`src/rtl/instr_sequencer_pkg.sv`:
```
// Shared types and reset constants for the instruction sequencer.
package seq_pkg;

    // Sequencer operating modes
    typedef enum logic {
        ST_IDLE = 1'b0,
        ST_RUN  = 1'b1
    } state_t;

    // Default configuration applied on reset (sliced to width at use site)
    localparam logic [31:0] DEF_RATE = '0;
    localparam logic [31:0] DEF_LAST = '1;

endpackage

```
`src/rtl/instr_sequencer_if.sv`:
```
// Load/config/control inputs and instruction output bundle.
interface instr_sequencer_if #(
    parameter int DATA_W = 4,
    parameter int ADDR_W = 4,
    parameter int RATE_W = 3
);
    logic              wr_en;
    logic [ADDR_W-1:0] wr_addr;
    logic [DATA_W-1:0] wr_data;
    logic              cfg_en;
    logic [RATE_W-1:0] cfg_rate;
    logic [ADDR_W-1:0] cfg_last;
    logic              start;
    logic              stop;
    logic              step;
    logic [DATA_W-1:0] instr;
    logic              instr_valid;
    logic [ADDR_W-1:0] pc;
    logic              running;

    // Controller / testbench side
    modport master (
        output wr_en, wr_addr, wr_data, cfg_en, cfg_rate, cfg_last,
               start, stop, step,
        input  instr, instr_valid, pc, running
    );

    // Sequencer side
    modport slave (
        input  wr_en, wr_addr, wr_data, cfg_en, cfg_rate, cfg_last,
               start, stop, step,
        output instr, instr_valid, pc, running
    );
endinterface

```
`src/rtl/instr_sequencer_rate_prescaler.sv`:
```
// Programmable-period counter: counts 0..period and flags a tick on the
// cycle the count equals period, then returns to 0.
module rate_prescaler #(
    parameter int RATE_W = 3
) (
    input  logic              clk,
    input  logic              rst,
    input  logic              clr,
    input  logic              en,
    input  logic [RATE_W-1:0] period,
    output logic              tick
);
    logic [RATE_W-1:0] cnt_q, cnt_d;

    // A clear wins over a tick so a stop/restart never emits in its own cycle
    assign tick = en && !clr && (cnt_q == period);

    // Next count: clear, wrap on tick, or advance while enabled
    always_comb begin
        cnt_d = cnt_q;
        if (clr)
            cnt_d = '0;
        else if (en)
            cnt_d = tick ? '0 : cnt_q + 1'b1;
    end

    // Count register
    always_ff @(posedge clk) begin
        if (rst)
            cnt_q <= '0;
        else
            cnt_q <= cnt_d;
    end
endmodule

```
`src/rtl/instr_sequencer.sv`:
```
// Instruction sequencer: program memory, rate prescaler and program counter.
// Loads/config happen in IDLE; RUN replays mem[0..last] at the programmed
// rate, and IDLE also supports single-step.
module instr_sequencer
    import seq_pkg::*;
#(
    parameter int DATA_W = 4,
    parameter int ADDR_W = 4,
    parameter int RATE_W = 3
) (
    input  logic                clk,
    input  logic                rst,
    instr_sequencer_if.slave    bus
);
    localparam int DEPTH = 2 ** ADDR_W;

    state_t            state_q, state_d;
    logic [ADDR_W-1:0] pc_q, pc_d;
    logic [DATA_W-1:0] instr_q, instr_d;
    logic              valid_q, valid_d;
    logic [RATE_W-1:0] rate_q, rate_d;
    logic [ADDR_W-1:0] last_q, last_d;

    logic [DATA_W-1:0] mem_q [DEPTH];
    logic              mem_we;
    logic              is_idle;
    logic              pre_clr;
    logic              pre_tick;
    logic [ADDR_W-1:0] pc_next;

    assign is_idle = (state_q == ST_IDLE);
    // Counter sits at 0 whenever stopped so each start gets a full first period
    assign pre_clr = is_idle || bus.stop || bus.start;
    assign pc_next = (pc_q == last_q) ? '0 : pc_q + 1'b1;
    assign mem_we  = is_idle && bus.wr_en && !rst;

    rate_prescaler #(.RATE_W(RATE_W)) u_pre (
        .clk    (clk),
        .rst    (rst),
        .clr    (pre_clr),
        .en     (!is_idle),
        .period (rate_q),
        .tick   (pre_tick)
    );

    // Program store: write-only port, read is asynchronous so a same-cycle
    // step sees the old word
    always_ff @(posedge clk) begin
        if (mem_we)
            mem_q[bus.wr_addr] <= bus.wr_data;
    end

    // Next state, pc and emit logic; priority stop > start > step/tick
    always_comb begin
        state_d = state_q;
        pc_d    = pc_q;
        instr_d = instr_q;
        valid_d = 1'b0;
        rate_d  = rate_q;
        last_d  = last_q;
        case (state_q)
            ST_IDLE: begin
                if (bus.cfg_en) begin
                    rate_d = bus.cfg_rate;
                    last_d = bus.cfg_last;
                end
                if (bus.stop) begin
                    state_d = ST_IDLE;
                end else if (bus.start) begin
                    state_d = ST_RUN;
                    pc_d    = '0;
                end else if (bus.step) begin
                    instr_d = mem_q[pc_q];
                    valid_d = 1'b1;
                    pc_d    = pc_next;
                end
            end
            ST_RUN: begin
                if (bus.stop) begin
                    state_d = ST_IDLE;
                end else if (bus.start) begin
                    pc_d = '0;
                end else if (pre_tick) begin
                    instr_d = mem_q[pc_q];
                    valid_d = 1'b1;
                    pc_d    = pc_next;
                end
            end
            default: state_d = ST_IDLE;
        endcase
    end

    // State registers
    always_ff @(posedge clk) begin
        if (rst) begin
            state_q <= ST_IDLE;
            pc_q    <= '0;
            instr_q <= '0;
            valid_q <= 1'b0;
            rate_q  <= DEF_RATE[RATE_W-1:0];
            last_q  <= DEF_LAST[ADDR_W-1:0];
        end else begin
            state_q <= state_d;
            pc_q    <= pc_d;
            instr_q <= instr_d;
            valid_q <= valid_d;
            rate_q  <= rate_d;
            last_q  <= last_d;
        end
    end

    assign bus.instr       = instr_q;
    assign bus.instr_valid = valid_q;
    assign bus.pc          = pc_q;
    assign bus.running     = (state_q == ST_RUN);
endmodule

```
`src/flat_wrapper.sv`:
```
// flat-port wrapper written by rule: the top's interface ports become plain ports
module instr_sequencer_flat import seq_pkg::*;
#(
    parameter int DATA_W = 4,
    parameter int ADDR_W = 4,
    parameter int RATE_W = 3
)
  (clk, rst, bus_wr_en, bus_wr_addr, bus_wr_data, bus_cfg_en, bus_cfg_rate, bus_cfg_last, bus_start, bus_stop, bus_step, bus_instr, bus_instr_valid, bus_pc, bus_running);
  instr_sequencer_if #(.DATA_W(DATA_W), .ADDR_W(ADDR_W), .RATE_W(RATE_W)) bus_i ();
  input  logic clk;
  input  logic rst;
  input wire logic [$bits(bus_i.wr_en)-1:0] bus_wr_en;
  input wire logic [$bits(bus_i.wr_addr)-1:0] bus_wr_addr;
  input wire logic [$bits(bus_i.wr_data)-1:0] bus_wr_data;
  input wire logic [$bits(bus_i.cfg_en)-1:0] bus_cfg_en;
  input wire logic [$bits(bus_i.cfg_rate)-1:0] bus_cfg_rate;
  input wire logic [$bits(bus_i.cfg_last)-1:0] bus_cfg_last;
  input wire logic [$bits(bus_i.start)-1:0] bus_start;
  input wire logic [$bits(bus_i.stop)-1:0] bus_stop;
  input wire logic [$bits(bus_i.step)-1:0] bus_step;
  output wire logic [$bits(bus_i.instr)-1:0] bus_instr;
  output wire logic [$bits(bus_i.instr_valid)-1:0] bus_instr_valid;
  output wire logic [$bits(bus_i.pc)-1:0] bus_pc;
  output wire logic [$bits(bus_i.running)-1:0] bus_running;
  assign bus_i.wr_en = bus_wr_en;
  assign bus_i.wr_addr = bus_wr_addr;
  assign bus_i.wr_data = bus_wr_data;
  assign bus_i.cfg_en = bus_cfg_en;
  assign bus_i.cfg_rate = bus_cfg_rate;
  assign bus_i.cfg_last = bus_cfg_last;
  assign bus_i.start = bus_start;
  assign bus_i.stop = bus_stop;
  assign bus_i.step = bus_step;
  assign bus_instr = bus_i.instr;
  assign bus_instr_valid = bus_i.instr_valid;
  assign bus_pc = bus_i.pc;
  assign bus_running = bus_i.running;
  instr_sequencer #(.DATA_W(DATA_W), .ADDR_W(ADDR_W), .RATE_W(RATE_W)) u_core (.clk(clk), .rst(rst), .bus(bus_i));
endmodule
```
`config.mk`:
```
export PLATFORM = sky130hd
export DESIGN_NAME = instr_sequencer_flat
export DESIGN_NICKNAME = d
export VERILOG_FILES = /design/src/rtl/instr_sequencer_pkg.sv /design/src/rtl/instr_sequencer_if.sv /design/src/rtl/instr_sequencer_rate_prescaler.sv /design/src/rtl/instr_sequencer.sv /design/src/flat_wrapper.sv
export SDC_FILE = /design/constraint.sdc
export NUM_CORES = 1
export LEC_CHECK = 0
export BUFFER_PORTS_ARGS = -buffer_cell sky130_fd_sc_hd__buf_2
export CAP_MARGIN = 10
export CORE_MARGIN = 3
export CORE_UTILIZATION = 44
export DETAILED_ROUTE_END_ITERATION = 6
export SYNTH_ARGS = -nofsm -noshare
export SYNTH_HDL_FRONTEND = slang
export SYNTH_SLANG_ARGS = --single-unit
```
`constraint.sdc`:
```
create_clock -name clk -period 1.42 [get_ports clk]
set_input_delay 0.284 -clock clk [delete_from_list [all_inputs] [get_ports clk]]
set_output_delay 0.284 -clock clk [all_outputs]
set_load 0.01 [all_outputs]
```
After elaboration in Yosys (flattened, before gate mapping)

Memory sizes are Yosys's and may differ from the RTL's. A register that Yosys moved wholly into a read port is not among the register bits.
Cells that the tools add are included.

Flip-flop bits (word level): 20
Output and inout bits: 10
Memory bits (writable): 64
Word-level logic and storage cells: 64
Memories kept: 1

Eq/ne operators: 10
Add/subtract/negate cells: 2
Mux-type cells: 31
Reduce and logical (&&, ||, !) cells: 12
Bitwise operators: 1

Memory list:

| memory       | depth | width | read ports | clocked after Yosys merged registers in | wr ports | line                  | source |
|---|---|---|---|---|---|---|---|
| u_core.mem_q | 16    | 4     | 1          | 1                                       | 1        | instr_sequencer.sv:24 | `logic [DATA_W-1:0] mem_q [DEPTH];` |

Operators by type and width:

| operator                                                      | count |
|---|---|
| 4-bit 2-to-1 mux                                              | 15 |
| 4-bit case mux with 2 select lines                            | 2 |
| 2-bit inequality test, second input constant                  | 6 |
| 1-bit 2-to-1 mux                                              | 11 |
| 3-bit inequality test, second input constant                  | 2 |
| 6-bit AND reduction                                           | 1 |
| 4-bit by 1-bit adder with 4-bit output, second input constant | 1 |
| 4-bit == test                                                 | 1 |
| 1-bit logical AND                                             | 4 |
| 1-bit case mux with 2 select lines                            | 2 |
| 4-bit AND reduction                                           | 1 |
| 3-bit by 1-bit adder with 3-bit output, second input constant | 1 |
| 3-bit == test                                                 | 1 |
| 3-bit 2-to-1 mux                                              | 1 |
| 1-bit logical NOT                                             | 2 |
| 1-bit logical OR                                              | 2 |
| 2-bit AND reduction                                           | 1 |
| 2-bit OR reduction                                            | 1 |
| 1-bit NOT                                                     | 1 |

Depth between registers and ports, before layout

Gate-level depths: netlist of the first run.

Depth after elaboration: 12
Mapped depth: 6
Gate-level depth less buffers: 4

Cells and area by module

A second synthesis of the first run with hierarchy kept.

Cells, all modules: 229
Area total of the unflattened synthesis: 3608.5 um^2

Modules (own cells, without submodules):

| module          | area each (um^2) | cells an instance | seq. area each (um^2) | times used |
|---|---|---|---|---|
| instr_sequencer | 3435.8           | 211               | 2342.2                | 1 |
| rate_prescaler  | 172.7            | 18                | 60.1                  | 1 |

Worst setup path before layout of the first run

OpenSTA, ideal clock, no wires.

Path type: register to register
Start: register u_core.state_q (netlist: u_core.bus.running)
End: memory u_core.mem_q[3][0] (enable)
Cell stages (with the launch flop): 5
Data arrival time: 1.237 ns
Buffers on the path: 1
Setup time: 0.361 ns
Path slack: -0.178 ns
Period minus slack after synthesis: 1.598 ns
Cells stage by stage: dfxtp_1 > buf_2 > nor3b_1 > nand3_1 > nor3_1

Word-level cells in the longest chain between the ends: 5

Ends and longest elaborated chain:

| item                                   | line                   | source |
|---|---|---|
| start: declaration                     | instr_sequencer.sv:17  | `state_t state_q, state_d;` |
| start signal: assignment               | instr_sequencer.sv:103 | `state_q <= state_d;` |
| 1-bit NOT (no source line)             | --                     |  |
| 1-bit logical AND (2 in series)        | instr_sequencer.sv:35  | `assign mem_we = is_idle && bus.wr_en && !rst;` |
| 1-bit 2-to-1 mux                       | instr_sequencer.sv:49  | `if (mem_we)` |
| 1-bit 2-to-1 mux (implied by the code) | instr_sequencer.sv:50  | `mem_q[bus.wr_addr] <= bus.wr_data;` |
| end: declaration                       | instr_sequencer.sv:24  |  |

No other way between the ends.

==> flow_results.xml, run 1 <==
<?xml version="1.0" encoding="UTF-8"?>
<metrics>
  <group name="yosys">
    <metric name="post_synth_inst_count" unit="">229</metric>
    <metric name="synthesis.yosys.warnings" unit="">0</metric>
    <metric name="avgSynthCellArea" unit="um2">15.9</metric>
    <metric name="syn_nets" unit="">253</metric>
    <metric name="synth_cell_types" unit="">41</metric>
    <metric name="ys_seq_elements" unit="">88</metric>
    <metric name="synth.yosys.seq_area_share" unit="">0.659</metric>
    <metric name="synth.cell_area" unit="um2">3640</metric>
  </group>
  <group name="power_and_ir_drop">
    <metric name="pwr-share-seq" unit="">0.577</metric>
    <metric name="peak_supply_drop" unit="mV">0.492</metric>
    <metric name="power.share.clock" unit="">0.351</metric>
    <metric name="cellInternalPower" unit="mW">3.86</metric>
    <metric name="leakage" unit="nW">1.63</metric>
    <metric name="total_switching_power" unit="mW">1.01</metric>
    <metric name="comb_power_share" unit="">0.072</metric>
    <metric name="switching_share" unit="">0.207</metric>
    <metric name="pwr_density_cell" unit="nW/um2">1050</metric>
  </group>
  <group name="timing">
    <metric name="timing.final.max_slew_violations" unit="">0</metric>
    <metric name="max_freq" unit="MHz">650</metric>
    <metric name="setup_viol" unit="">8</metric>
    <metric name="rsz0062_at_grt" unit="">yes</metric>
    <metric name="part_of_the_cycle_the_worst_path_needs" unit="">1.08</metric>
    <metric name="final_hold_slack" unit="ps">140</metric>
    <metric name="timing_worst_slew_pin_value" unit="ps">338</metric>
    <metric name="fin_skew" unit="ps">8.07</metric>
    <metric name="finalHoldViolCount" unit="">0</metric>
    <metric name="final_period_minus_worst_setup_slack" unit="ps">1540</metric>
    <metric name="postLayoutSetupSlackWorst" unit="ps">-118</metric>
    <metric name="slew-limit-headroom" unit="">0.772</metric>
  </group>
  <group name="floorplan">
    <metric name="io-pin-count" unit="">32</metric>
    <metric name="fp.dieArea" unit="um2">9410</metric>
    <metric name="floorplan.initialDensity" unit="">0.462</metric>
    <metric name="placement_rows" unit="">32</metric>
    <metric name="vertical_extent_of_the_die" unit="um">97</metric>
    <metric name="core_area" unit="um2">7890</metric>
    <metric name="fp.dieW" unit="um">97</metric>
  </group>
  <group name="placed_design">
    <metric name="portBuffers" unit="">31</metric>
    <metric name="detailed_place_hpwl" unit="mm">5.40</metric>
    <metric name="gp_congestion" unit="">0.783</metric>
    <metric name="post_place_setup_slack" unit="ps">-201</metric>
  </group>
  <group name="clock_tree">
    <metric name="postCtsHoldBufs" unit="">0</metric>
    <metric name="cts_tree" unit="">done</metric>
    <metric name="max-clock-path-buffers" unit="">2</metric>
    <metric name="cts.sink_count" unit="">88</metric>
    <metric name="cts.htree.levels" unit="">3</metric>
    <metric name="cts.reportedPaths.clkPinSlew" unit="ps">80</metric>
    <metric name="tritoncts.num_buffers" unit="">9</metric>
    <metric name="clock_root_buffer" unit="">clkbuf_8</metric>
    <metric name="insertion_delay" unit="ps">340</metric>
  </group>
  <group name="critical_path">
    <metric name="cp_slowest_cell" unit="">mux4_2</metric>
    <metric name="register_to_register_setup_slack" unit="ps">-120</metric>
    <metric name="setup.worst_path.class" unit="">flop to flop</metric>
    <metric name="crit_arrival" unit="ps">1780</metric>
    <metric name="worstRegToRegCells" unit="">5</metric>
    <metric name="worst_r2r_endpoint" unit="">u_core.bus.instr[3]$_SDFFE_PP0P_</metric>
    <metric name="cpPeakStageDelay" unit="ps">520</metric>
    <metric name="timing.critical_path.cells" unit="">buf_12 &gt; mux4_2 &gt; mux2i_2 &gt; mux2_4 &gt; o21ai_2</metric>
    <metric name="timing.critical_path.required" unit="ps">1660</metric>
    <metric name="critical_path_peak_fanout" unit="">7</metric>
    <metric name="cp-start-kind" unit="">flop</metric>
    <metric name="worst_setup_path_end_kind" unit="">flop</metric>
  </group>
  <group name="routing">
    <metric name="avgRoutedWirePerCell" unit="um">18.3</metric>
    <metric name="drt_first_pass_iters" unit="">4</metric>
    <metric name="drtIter0Drc" unit="">82</metric>
    <metric name="num_vias" unit="">2193</metric>
    <metric name="post_drt_via_cell_ratio" unit="">5.31</metric>
    <metric name="antenna_violating_nets_post_route" unit="">0</metric>
    <metric name="route.detailed.drc" unit="">0</metric>
    <metric name="drt-total-wl" unit="mm">7.54</metric>
  </group>
  <group name="grt">
    <metric name="grt_util_all_layers" unit="">0.166</metric>
    <metric name="grt_antenna_before_repair" unit="">0</metric>
    <metric name="grt_max_degree" unit="">25</metric>
    <metric name="overflow" unit="">0</metric>
    <metric name="grt_pass1_vias" unit="">2316</metric>
    <metric name="grt_pass1_wl" unit="mm">12.0</metric>
  </group>
  <group name="final_layout">
    <metric name="syn2layout_area_growth" unit="%">27.6</metric>
    <metric name="fin_nets" unit="">330</metric>
    <metric name="num_antenna_cells" unit="">0</metric>
    <metric name="drive_gt1_frac" unit="">0.473</metric>
  </group>
  <group name="worst_hold_path">
    <metric name="worstHoldEndpoint" unit="">u_core.last_q[3]$_SDFFE_PP1P_</metric>
    <metric name="hold_class" unit="">primary input to flop</metric>
    <metric name="holdPathStages" unit="">2</metric>
    <metric name="worstHoldStart" unit="">bus_cfg_last[3]</metric>
  </group>
  <group name="flow_run">
    <metric name="cap_violations" unit="">0</metric>
  </group>
  <group name="run_status">
    <metric name="outcome" unit="">finished, violations left</metric>
    <metric name="violations" unit="">negative setup slack</metric>
  </group>
</metrics>
==> timing repair <==
item                                    4_1_cts  5_1_grt
pin swaps                                     3        4
endpoints found under the setup margin       26       44
setup buffers                                 5        1
resized for setup                            19       21
==> through the flow <==
step	power, mW	setup TNS, ps	utilization	cell area (um2)	instances
2_1_floorplan	3.03	-321	-	3710	229
4_1_cts	4.90	-455	0.576	4540	412
3_3_place_gp	3.18	-5030	0.540	4260	391
3_5_place_dp	3.18	-4600	0.540	4260	391
6_report	4.87	-419	0.589	4650	413
5_1_grt	5.05	-1260	0.589	4650	413
==> area by class of cell <==
class	count	area (um2)
fillers	623	3240
inverters	7	26.3
clock inverters	3	42.5
repair buffers	76	562
flip-flops and latches	88	2410
multi-input cells	124	1320
clock buffers	13	159
well taps	102	128
==> Yosys cell counts (all sizes together) <==
cell    number  area [um2]
o21ai       10        57.6
mux2         4        45.0
nand4        3        18.8
nand2        3        11.3
nand3b       2        15.0
or3          3        23.8
nor3         4        20.0
o32ai        4        35.0
buf          9        72.6
clkbuf       1        3.75
nor2b       10        62.6
mux2i       11         110
nor3b        4        35.0
nand4b       1        8.76
a41o         1        10.0
o21a         1        7.51
edfxtp      64        1920
inv          7        26.3
nand2b       2        12.5
nand3        4        20.0
a21oi        2        10.0
mux4        16         372
o31ai        2        15.0
a211o        4        35.0
nor2        19        71.3
dfxtp       24         480
xor2         1        8.76
ha           2        25.0
xnor2        7        61.3
a41oi        2        32.5
a22oi        2        15.0
==> state kept, by name (all words and copies together), names as in the netlist, named ones only <==
signal / cells
u_core.rate_q: 3
u_core.bus.instr_valid: 1
u_core.bus.pc: 4
u_core.bus.instr: 4
u_core.mem_q: 64
u_core.u_pre.cnt_q: 3
u_core.bus.running: 1
u_core.last_q: 4
==> routing by layer <==
layer,wire (um),GRT usage,vias to the layer above,share of wire
li1,-,-,1038,-
met1,3220,0.210,1084,0.43
met2,3760,0.275,58,0.50
met3,432,0.0346,13,0.057
met4,137,0.0702,0,0.018
met5,0,0,-,0
==> worst max-delay path, delay by kind of cell (launching register included) <==
family	cells	cell delay [ps]
AOI/OAI and AO/OA	1	40
muxes	3	900
buffers and inverters	1	130
DFF	1	350
==> logic make-up after synthesis <==
kind of cell | count (synthesis) | share of synthesized area
DFF | 88 | 0.659
buffers and inverters | 17 | 0.0282
and+or+nand+nor | 55 | 0.0821
xor gates and xnor gates | 8 | 0.0192
muxes | 31 | 0.145
adders and majority gates | 2 | 0.00687
AOI/OAI and AO/OA | 28 | 0.0598
==> cells in the final DEF, fill, tap and decap left out, drive strengths merged <==
cell type | synthesis | layout
a41oi | 2 | 2
a22oi | 2 | 2
nor2b | 10 | 10
nor3 | 4 | 4
nand3 | 4 | 4
o21ai | 10 | 10
dfxtp | 24 | 24
clkinvlp | 0 | 1
o32ai | 4 | 4
a21oi | 2 | 2
clkbuf | 1 | 13
a41o | 1 | 1
edfxtp | 64 | 64
o21a | 1 | 1
o31ai | 2 | 2
nand3b | 2 | 2
nand2 | 3 | 3
mux4 | 16 | 16
ha | 2 | 2
a211o | 4 | 4
inv | 7 | 7
nor2 | 19 | 19
nand4 | 3 | 3
nand4b | 1 | 1
nor3b | 4 | 4
buf | 9 | 76
bufinv | 0 | 1
mux2 | 4 | 4
xor2 | 1 | 1
nand2b | 2 | 2
xnor2 | 7 | 7
clkinv | 0 | 1
mux2i | 11 | 11
or3 | 3 | 3
==> worst max path at each step <==
stage	start	to	slack, ps	cells after the start
after floorplan	u_core.bus.running$_SDFF_PP0_	u_core.mem_q[1][0]$_DFFE_PP_	-50	4
after global placement	flop	u_core.bus.instr[3]$_SDFFE_PP0P_	-220	5
after detailed placement	flop	u_core.bus.instr[3]$_SDFFE_PP0P_	-200	5
after CTS	flop	u_core.bus.instr[3]$_SDFFE_PP0P_	-140	5
after global routing	flop	u_core.bus.instr[3]$_SDFFE_PP0P_	-170	5
final	flop	u_core.bus.instr[3]$_SDFFE_PP0P_	-120	5
==> power groups by stage <==
stage               clock network, mW  registers (mW)  logic, mW
floorplan                           0            2.86      0.164
global placement                    0            2.87      0.306
detailed placement                  0            2.87      0.310
CTS                              1.76            2.81      0.333
global route                     1.85            2.81      0.386
finish                           1.71            2.81      0.351
Note: power is estimated with default switching activity, not from simulation.
==> run 2: changes to the inputs <==
- ABC_AREA: not set -> 1
==> run 2 against run 1 <==
Effect of this change: the run now ends clean; global-route usage is 1.5 points higher; combinational power is 59% higher; synthesized cell count is 76% higher; sequential cell count stayed put; final area is 1.4% lower.
==> flow_results.xml, run 2 <==
<?xml version="1.0" encoding="UTF-8"?>
<metrics>
  <group name="run_status">
    <metric name="outcome" unit="">finished, final reports clean</metric>
  </group>
  <group name="placed_design">
    <metric name="portBuffers" unit="">31</metric>
    <metric name="detailed_place_hpwl" unit="mm">5.71</metric>
    <metric name="gp_congestion" unit="">0.866</metric>
    <metric name="post_place_setup_slack" unit="ps">-4.29</metric>
    <metric name="placed_cells" unit="">554</metric>
  </group>
  <group name="worst_hold_path">
    <metric name="hold_class" unit="">primary input to flop</metric>
  </group>
  <group name="final_layout">
    <metric name="most-common-layout-cells" unit="">nand2_1, edfxtp_1, nor2_1, nand3_1, buf_2</metric>
    <metric name="largest_reg_flops" unit="">64</metric>
    <metric name="syn2layout_area_growth" unit="%">21.7</metric>
    <metric name="most_common_cell_after_layout_fill_and_taps_aside" unit="">nand2_1</metric>
    <metric name="drive_gt1_frac" unit="">0.228</metric>
    <metric name="num_antenna_cells" unit="">0</metric>
    <metric name="filler_cell_count" unit="">757</metric>
    <metric name="fin_nets" unit="">485</metric>
    <metric name="top_register" unit="">u_core.mem_q</metric>
    <metric name="layout.cells.non_filler" unit="">570</metric>
  </group>
  <group name="floorplan">
    <metric name="core_area" unit="um2">8260</metric>
    <metric name="floorplan.initialDensity" unit="">0.456</metric>
    <metric name="vertical_extent_of_the_die" unit="um">98.5</metric>
    <metric name="fp.dieArea" unit="um2">9710</metric>
    <metric name="fp.dieW" unit="um">98.5</metric>
    <metric name="placement_rows" unit="">33</metric>
    <metric name="io-pin-count" unit="">32</metric>
  </group>
  <group name="clock_tree">
    <metric name="cts.reportedPaths.clkPinSlew" unit="ps">80</metric>
    <metric name="cts.htree.levels" unit="">3</metric>
    <metric name="max-clock-path-buffers" unit="">2</metric>
    <metric name="cts.sink_count" unit="">88</metric>
    <metric name="clock_root_buffer" unit="">clkbuf_8</metric>
    <metric name="insertion_delay" unit="ps">340</metric>
    <metric name="tritoncts.num_buffers" unit="">9</metric>
    <metric name="cts_tree" unit="">done</metric>
  </group>
  <group name="yosys">
    <metric name="ys_dominant_reg_cell" unit="">edfxtp_1</metric>
    <metric name="synth-compound-area-share" unit="">0.0492</metric>
    <metric name="post_synth_fa_ha_maj_area_fraction" unit="">0.00664</metric>
    <metric name="most_common_cell_in_the_synthesized_netlist" unit="">nand2_1</metric>
    <metric name="synthesis.yosys.warnings" unit="">0</metric>
    <metric name="post_synth_inst_count" unit="">402</metric>
    <metric name="ys_seq_elements" unit="">88</metric>
    <metric name="synth.yosys.seq_area_share" unit="">0.638</metric>
    <metric name="synth.cell_area" unit="um2">3770</metric>
    <metric name="synth_edf_count" unit="">64</metric>
    <metric name="synth_xor_area_frac" unit="">0.00232</metric>
    <metric name="synth_cell_types" unit="">23</metric>
    <metric name="avgSynthCellArea" unit="um2">9.37</metric>
    <metric name="netlist_top_cells_area" unit="">edfxtp_1, dfxtp_1, nand2_1</metric>
    <metric name="netlist.area_leader.share" unit="">0.510</metric>
    <metric name="synthDominantAreaCellType" unit="">edfxtp_1</metric>
    <metric name="syn_nets" unit="">426</metric>
    <metric name="simple_gate_share_of_the_synthesized_area" unit="">0.250</metric>
    <metric name="synth_common_cells" unit="">nand2_1, edfxtp_1, nor2_1, nand3_1, inv_1</metric>
    <metric name="async_set_or_reset_flop_fraction_in_the_synthesized_netlist" unit="">0</metric>
    <metric name="largest_family_of_logic_cells_by_synthesized_area" unit="">simple AND/OR/NAND/NOR gates</metric>
    <metric name="post_synthesis_mux_area_share" unit="">0</metric>
  </group>
  <group name="routing">
    <metric name="avgRoutedWirePerCell" unit="um">14.3</metric>
    <metric name="drtIter0Drc" unit="">190</metric>
    <metric name="num_vias" unit="">2783</metric>
    <metric name="drt_first_pass_iters" unit="">4</metric>
    <metric name="route.detailed.drc" unit="">0</metric>
    <metric name="drt-total-wl" unit="mm">8.14</metric>
    <metric name="antenna_violating_nets_post_route" unit="">0</metric>
    <metric name="post_drt_via_cell_ratio" unit="">4.88</metric>
  </group>
  <group name="power_and_ir_drop">
    <metric name="power.share.clock" unit="">0.347</metric>
    <metric name="switching_share" unit="">0.232</metric>
    <metric name="comb_power_share" unit="">0.108</metric>
    <metric name="pwr_density_cell" unit="nW/um2">1130</metric>
    <metric name="leakage" unit="nW">1.88</metric>
    <metric name="peak_supply_drop" unit="mV">0.566</metric>
    <metric name="total_switching_power" unit="mW">1.20</metric>
    <metric name="pwr-share-seq" unit="">0.546</metric>
    <metric name="cellInternalPower" unit="mW">3.98</metric>
  </group>
  <group name="critical_path">
    <metric name="timing.critical_path.required" unit="ps">1480</metric>
    <metric name="worst_setup_path_end_kind" unit="">flop</metric>
    <metric name="cpPeakStageDelay" unit="ps">330</metric>
    <metric name="timing.critical_path.cells" unit="">inv_2 &gt; nand2_2 &gt; nor2_2 &gt; buf_6 &gt; nand3_4 &gt; nor2_4 &gt; buf_6</metric>
    <metric name="critPathBufInv" unit="">3</metric>
    <metric name="cp_slowest_cell" unit="">dfxtp_2</metric>
    <metric name="path_delay_family" unit="">simple AND/OR/NAND/NOR gates</metric>
    <metric name="setup.worst_path.class" unit="">flop to flop</metric>
    <metric name="critical_path_peak_fanout" unit="">4</metric>
    <metric name="cp-start-kind" unit="">flop</metric>
    <metric name="critical-path-top-cell-by-count" unit="">buf_6</metric>
    <metric name="crit_arrival" unit="ps">1440</metric>
  </group>
  <group name="grt">
    <metric name="grt_antenna_before_repair" unit="">0</metric>
    <metric name="grt_pass1_wl" unit="mm">13.7</metric>
    <metric name="overflow" unit="">0</metric>
    <metric name="grt_util_all_layers" unit="">0.180</metric>
    <metric name="grt_pass1_vias" unit="">2760</metric>
    <metric name="grt_max_degree" unit="">33</metric>
  </group>
  <group name="timing">
    <metric name="part_of_the_cycle_the_worst_path_needs" unit="">0.969</metric>
    <metric name="fin_skew" unit="ps">5.52</metric>
    <metric name="setup_tns" unit="ps">0</metric>
    <metric name="rsz0062_at_grt" unit="">yes</metric>
    <metric name="finalHoldViolCount" unit="">0</metric>
    <metric name="postLayoutSetupSlackWorst" unit="ps">44.0</metric>
    <metric name="timing.final.max_slew_violations" unit="">0</metric>
    <metric name="setup_viol" unit="">0</metric>
    <metric name="final_period_minus_worst_setup_slack" unit="ps">1380</metric>
    <metric name="timing_worst_slew_pin_value" unit="ps">354</metric>
    <metric name="max_freq" unit="MHz">727</metric>
    <metric name="slew-limit-headroom" unit="">0.764</metric>
  </group>
  <group name="flow_run">
    <metric name="cap_violations" unit="">0</metric>
  </group>
</metrics>
## run 2: routing by layer
| metal | share of wire | track usage | vias to the layer above |
|---|---|---|---|
| li1 | - | - | 1441 |
| met1 | 0.49 | 0.252 | 1285 |
| met2 | 0.47 | 0.280 | 44 |
| met3 | 0.031 | 0.0361 | 13 |
| met4 | 0.017 | 0.0672 | 0 |
| met5 | 0 | 0 | - |
## run 2: kinds of logic after synthesis
group           Yosys count
compound gates           35
buf+inv                  50
xor+xnor                  1
flops                    88
fa+ha+maj                 2
simple gates            226
## run 2: timing repair
action | CTS | global route
setup endpoints to repair | 16 | 72
setup buffers | 0 | 1
gates resized for setup | 4 | 32
hold buffers | 0 | 0
pin swaps | 0 | 3
## run 2: final cells by class
type	instances	area, um2	share of cell area
well taps	105	131	0.0287
multi-input cells	264	1270	0.278
clock inverters	4	70.1	0.0153
flip-flops and latches	88	2410	0.525
clock buffers	11	131	0.0287
repair buffers	60	429	0.0936
inverters	38	143	0.0311
## run 2: power groups by stage
stage | Sequential (mW) | Clock (mW) | Combinational (mW)
final | 2.83 | 1.80 | 0.558
after global routing | 2.83 | 1.96 | 0.634
after CTS | 2.83 | 1.83 | 0.534
after detailed placement | 2.89 | 0 | 0.530
after global placement | 2.89 | 0 | 0.530
after floorplan | 2.89 | 0 | 0.308
## run 2: stage by stage
| stage | total power, mW | area, um2 | hold slack [ps] | util |
|---|---|---|---|---|
| 2_1_floorplan | 3.20 | 3770 | 353 | - |
| 3_3_place_gp | 3.42 | 4240 | 457 | 0.513 |
| 3_5_place_dp | 3.42 | 4240 | 467 | 0.513 |
| 4_1_cts | 5.20 | 4460 | 101 | 0.540 |
| 5_1_grt | 5.43 | 4580 | 102 | 0.555 |
| 6_report | 5.18 | 4580 | 113 | 0.555 |
## run 2: worst paths after layout
kind	start	slack [ps]	endpoint	depth (start not counted)
worst max-delay path	u_core.bus.running$_SDFF_PP0_	40	u_core.mem_q[0][0]$_DFFE_PP_	7
worst min-delay path	bus_stop	110	u_core.bus.running$_SDFF_PP0_	2
worst max register to register	u_core.bus.running$_SDFF_PP0_	40	u_core.mem_q[0][0]$_DFFE_PP_	7
worst min register to register	u_core.u_pre.cnt_q[0]$_SDFFE_PP0P_	450	u_core.u_pre.cnt_q[0]$_SDFFE_PP0P_	1
==> run 3: changes to the inputs <==
- BUFFER_PORTS_ARGS: -buffer_cell sky130_fd_sc_hd__buf_2 -> -buffer_cell sky130_fd_sc_hd__clkbuf_2
==> run 3 against run 2 <==
Effect of this change: worst setup slack got worse by 24 ps; largest power group unchanged; via count increased by 1.6%; first-iteration DRC count decreased by 19%; die area unchanged; count of clock-buffer cells in the layout decreased by 2; wire length increased by 6.4%; hold slack got worse by 7.1 ps.
==> flow_results.xml, run 3 (synthesis gave the netlist of run 2 again) <==
<?xml version="1.0" encoding="UTF-8"?>
<metrics>
  <group name="run_status">
    <metric name="outcome" unit="">finished, final reports clean</metric>
  </group>
  <group name="clock_tree">
    <metric name="postCtsHoldBufs" unit="">0</metric>
    <metric name="cts.htree.levels" unit="">3</metric>
    <metric name="max-clock-path-buffers" unit="">2</metric>
    <metric name="tritoncts.num_buffers" unit="">9</metric>
    <metric name="insertion_delay" unit="ps">360</metric>
    <metric name="cts.reportedPaths.clkPinSlew" unit="ps">90</metric>
    <metric name="cts.sink_count" unit="">88</metric>
    <metric name="cts_tree" unit="">done</metric>
    <metric name="clock_root_buffer" unit="">clkbuf_8</metric>
  </group>
  <group name="final_layout">
    <metric name="fin_nets" unit="">485</metric>
    <metric name="utilization" unit="">0.570</metric>
    <metric name="largest_reg_flops" unit="">64</metric>
    <metric name="top_register" unit="">u_core.mem_q</metric>
    <metric name="num_antenna_cells" unit="">0</metric>
    <metric name="drive_gt1_frac" unit="">0.245</metric>
    <metric name="most_common_cell_after_layout_fill_and_taps_aside" unit="">nand2_1</metric>
    <metric name="fin_area" unit="um2">4710</metric>
    <metric name="syn2layout_area_growth" unit="%">25.0</metric>
    <metric name="most-common-layout-cells" unit="">nand2_1, edfxtp_1, nor2_1, nand3_1, clkbuf_2</metric>
  </group>
  <group name="power_and_ir_drop">
    <metric name="peak_supply_drop" unit="mV">0.684</metric>
    <metric name="cellInternalPower" unit="mW">4.18</metric>
    <metric name="switching_share" unit="">0.237</metric>
    <metric name="leakage" unit="nW">1.91</metric>
    <metric name="pwr_density_cell" unit="nW/um2">1160</metric>
    <metric name="comb_power_share" unit="">0.107</metric>
    <metric name="power.share.clock" unit="">0.376</metric>
    <metric name="total_switching_power" unit="mW">1.30</metric>
    <metric name="pwr-share-seq" unit="">0.517</metric>
  </group>
  <group name="floorplan">
    <metric name="io-pin-count" unit="">32</metric>
    <metric name="floorplan.initialDensity" unit="">0.456</metric>
    <metric name="placement_rows" unit="">33</metric>
    <metric name="vertical_extent_of_the_die" unit="um">98.5</metric>
    <metric name="core_area" unit="um2">8260</metric>
    <metric name="fp.dieW" unit="um">98.5</metric>
    <metric name="fp.dieArea" unit="um2">9710</metric>
  </group>
  <group name="timing">
    <metric name="timing_worst_slew_pin_value" unit="ps">414</metric>
    <metric name="final_period_minus_worst_setup_slack" unit="ps">1400</metric>
    <metric name="max_freq" unit="MHz">714</metric>
    <metric name="final_hold_slack" unit="ps">106</metric>
    <metric name="fin_skew" unit="ps">9.71</metric>
    <metric name="rsz0062_at_grt" unit="">yes</metric>
    <metric name="part_of_the_cycle_the_worst_path_needs" unit="">0.986</metric>
    <metric name="postLayoutSetupSlackWorst" unit="ps">19.8</metric>
    <metric name="setup_viol" unit="">0</metric>
    <metric name="timing.final.max_slew_violations" unit="">0</metric>
    <metric name="setup_tns" unit="ps">0</metric>
    <metric name="finalHoldViolCount" unit="">0</metric>
    <metric name="slew-limit-headroom" unit="">0.724</metric>
  </group>
  <group name="critical_path">
    <metric name="worst_setup_path_end_kind" unit="">flop</metric>
    <metric name="cpPeakStageDelay" unit="ps">340</metric>
    <metric name="cp_slowest_cell" unit="">dfxtp_2</metric>
    <metric name="worst_r2r_endpoint" unit="">u_core.mem_q[8][3]$_DFFE_PP_</metric>
    <metric name="register_to_register_setup_slack" unit="ps">20</metric>
    <metric name="critPathBufInv" unit="">3</metric>
    <metric name="cp-start-kind" unit="">flop</metric>
    <metric name="worstRegToRegCells" unit="">7</metric>
    <metric name="crit-reg2reg-launch" unit="">u_core.bus.running$_SDFF_PP0_</metric>
    <metric name="setup.worst_path.start" unit="">u_core.bus.running$_SDFF_PP0_</metric>
    <metric name="timing.critical_path.cells" unit="">inv_2 &gt; nand2_1 &gt; nor2_1 &gt; buf_4 &gt; nand3_4 &gt; nor2_2 &gt; buf_6</metric>
    <metric name="timing.critical_path.required" unit="ps">1500</metric>
    <metric name="path_delay_family" unit="">simple AND/OR/NAND/NOR gates</metric>
    <metric name="crit_arrival" unit="ps">1480</metric>
    <metric name="critical_path_peak_fanout" unit="">4</metric>
    <metric name="setup.worst_path.class" unit="">flop to flop</metric>
  </group>
  <group name="routing">
    <metric name="drt-total-wl" unit="mm">8.66</metric>
    <metric name="antenna_violating_nets_post_route" unit="">0</metric>
    <metric name="drt_first_pass_iters" unit="">4</metric>
    <metric name="route.detailed.drc" unit="">0</metric>
    <metric name="drtIter0Drc" unit="">154</metric>
    <metric name="post_drt_via_cell_ratio" unit="">4.95</metric>
    <metric name="num_vias" unit="">2828</metric>
    <metric name="avgRoutedWirePerCell" unit="um">15.2</metric>
  </group>
  <group name="grt">
    <metric name="grt_pass1_wl" unit="mm">13.3</metric>
    <metric name="grt_pass1_vias" unit="">2711</metric>
    <metric name="grt_antenna_before_repair" unit="">0</metric>
    <metric name="grt_max_degree" unit="">33</metric>
    <metric name="grt_util_all_layers" unit="">0.177</metric>
    <metric name="overflow" unit="">0</metric>
  </group>
  <group name="worst_hold_path">
    <metric name="holdPathStages" unit="">2</metric>
    <metric name="hold_class" unit="">primary input to flop</metric>
    <metric name="worstHoldEndpoint" unit="">u_core.bus.running$_SDFF_PP0_</metric>
    <metric name="worstHoldStart" unit="">bus_stop</metric>
  </group>
  <group name="placed_design">
    <metric name="detailed_place_hpwl" unit="mm">5.67</metric>
    <metric name="placed_cell_area" unit="um2">4260</metric>
    <metric name="gp_congestion" unit="">0.796</metric>
    <metric name="portBuffers" unit="">31</metric>
    <metric name="post_place_setup_slack" unit="ps">-21.3</metric>
  </group>
  <group name="flow_run">
    <metric name="cap_violations" unit="">0</metric>
  </group>
</metrics>
## run 3: cell types whose count changed in the layout (fill, tap and decap cells not counted), sizes merged
cell | previous run | this run
bufinv | 2 | 3
clkinvlp | 1 | 2
inv | 34 | 35
buf | 60 | 28
clkbuf | 11 | 41
## run 3: power by group through the flow
stage,registers (mW),logic [mW],clock network (mW)
2_1_floorplan,2.89,0.308,0
3_3_place_gp,2.89,0.531,0
3_5_place_dp,2.89,0.534,0
4_1_cts,2.83,0.540,2.10
5_1_grt,2.84,0.656,2.18
6_report,2.83,0.587,2.06
## run 3: worst max path at each step
stage | depth (start not counted) | endpoint
2_1_floorplan | 5 | u_core.mem_q[0][0]$_DFFE_PP_
3_3_place_gp | 7 | u_core.mem_q[8][3]$_DFFE_PP_
3_5_place_dp | 6 | u_core.mem_q[15][3]$_DFFE_PP_
4_1_cts | 7 | u_core.mem_q[8][0]$_DFFE_PP_
5_1_grt | 7 | u_core.mem_q[4][2]$_DFFE_PP_
6_report | 7 | u_core.mem_q[8][3]$_DFFE_PP_
## run 3: layout make-up
type	instances	area (um2)
Fill cell	750	3550
Sequential cell	88	2410
Multi-Input combinational cell	264	1320
Timing Repair Buffer	60	465
Inverter	38	143
Tap cell	105	131
Clock buffer	9	124
Clock inverter	7	119
## run 3: per-layer routing
layer / routed length [um] / share of wire / vias up / global-route usage
li1: - / - / 1444 / -
met1: 3920 / 0.45 / 1317 / 0.244
met2: 4140 / 0.48 / 53 / 0.282
met3: 419 / 0.048 / 14 / 0.0262
met4: 173 / 0.020 / 0 / 0.0725
met5: 0 / 0 / - / 0
## run 3: worst reg2reg max path: cells and delay by family (launching register included)
family	cells	cell delay, ps
DFF	1	340
and+or+nand+nor	4	430
buffers and inverters	3	370
## run 3: metrics by stage
stage | total power, mW | cells
after floorplan | 3.20 | 402
after global placement | 3.42 | 556
after detailed placement | 3.42 | 556
after CTS | 5.46 | 572
after global routing | 5.67 | 571
final | 5.48 | 571
## run 3: what timing repair did
item / 4_1_cts / 5_1_grt
pin swaps: 1 / 3
buffers inserted: 0 / 0
hold endpoints to repair: 0 / 0
gates cloned: 0 / 1
setup endpoints to repair: 20 / 76
resized for setup: 3 / 50
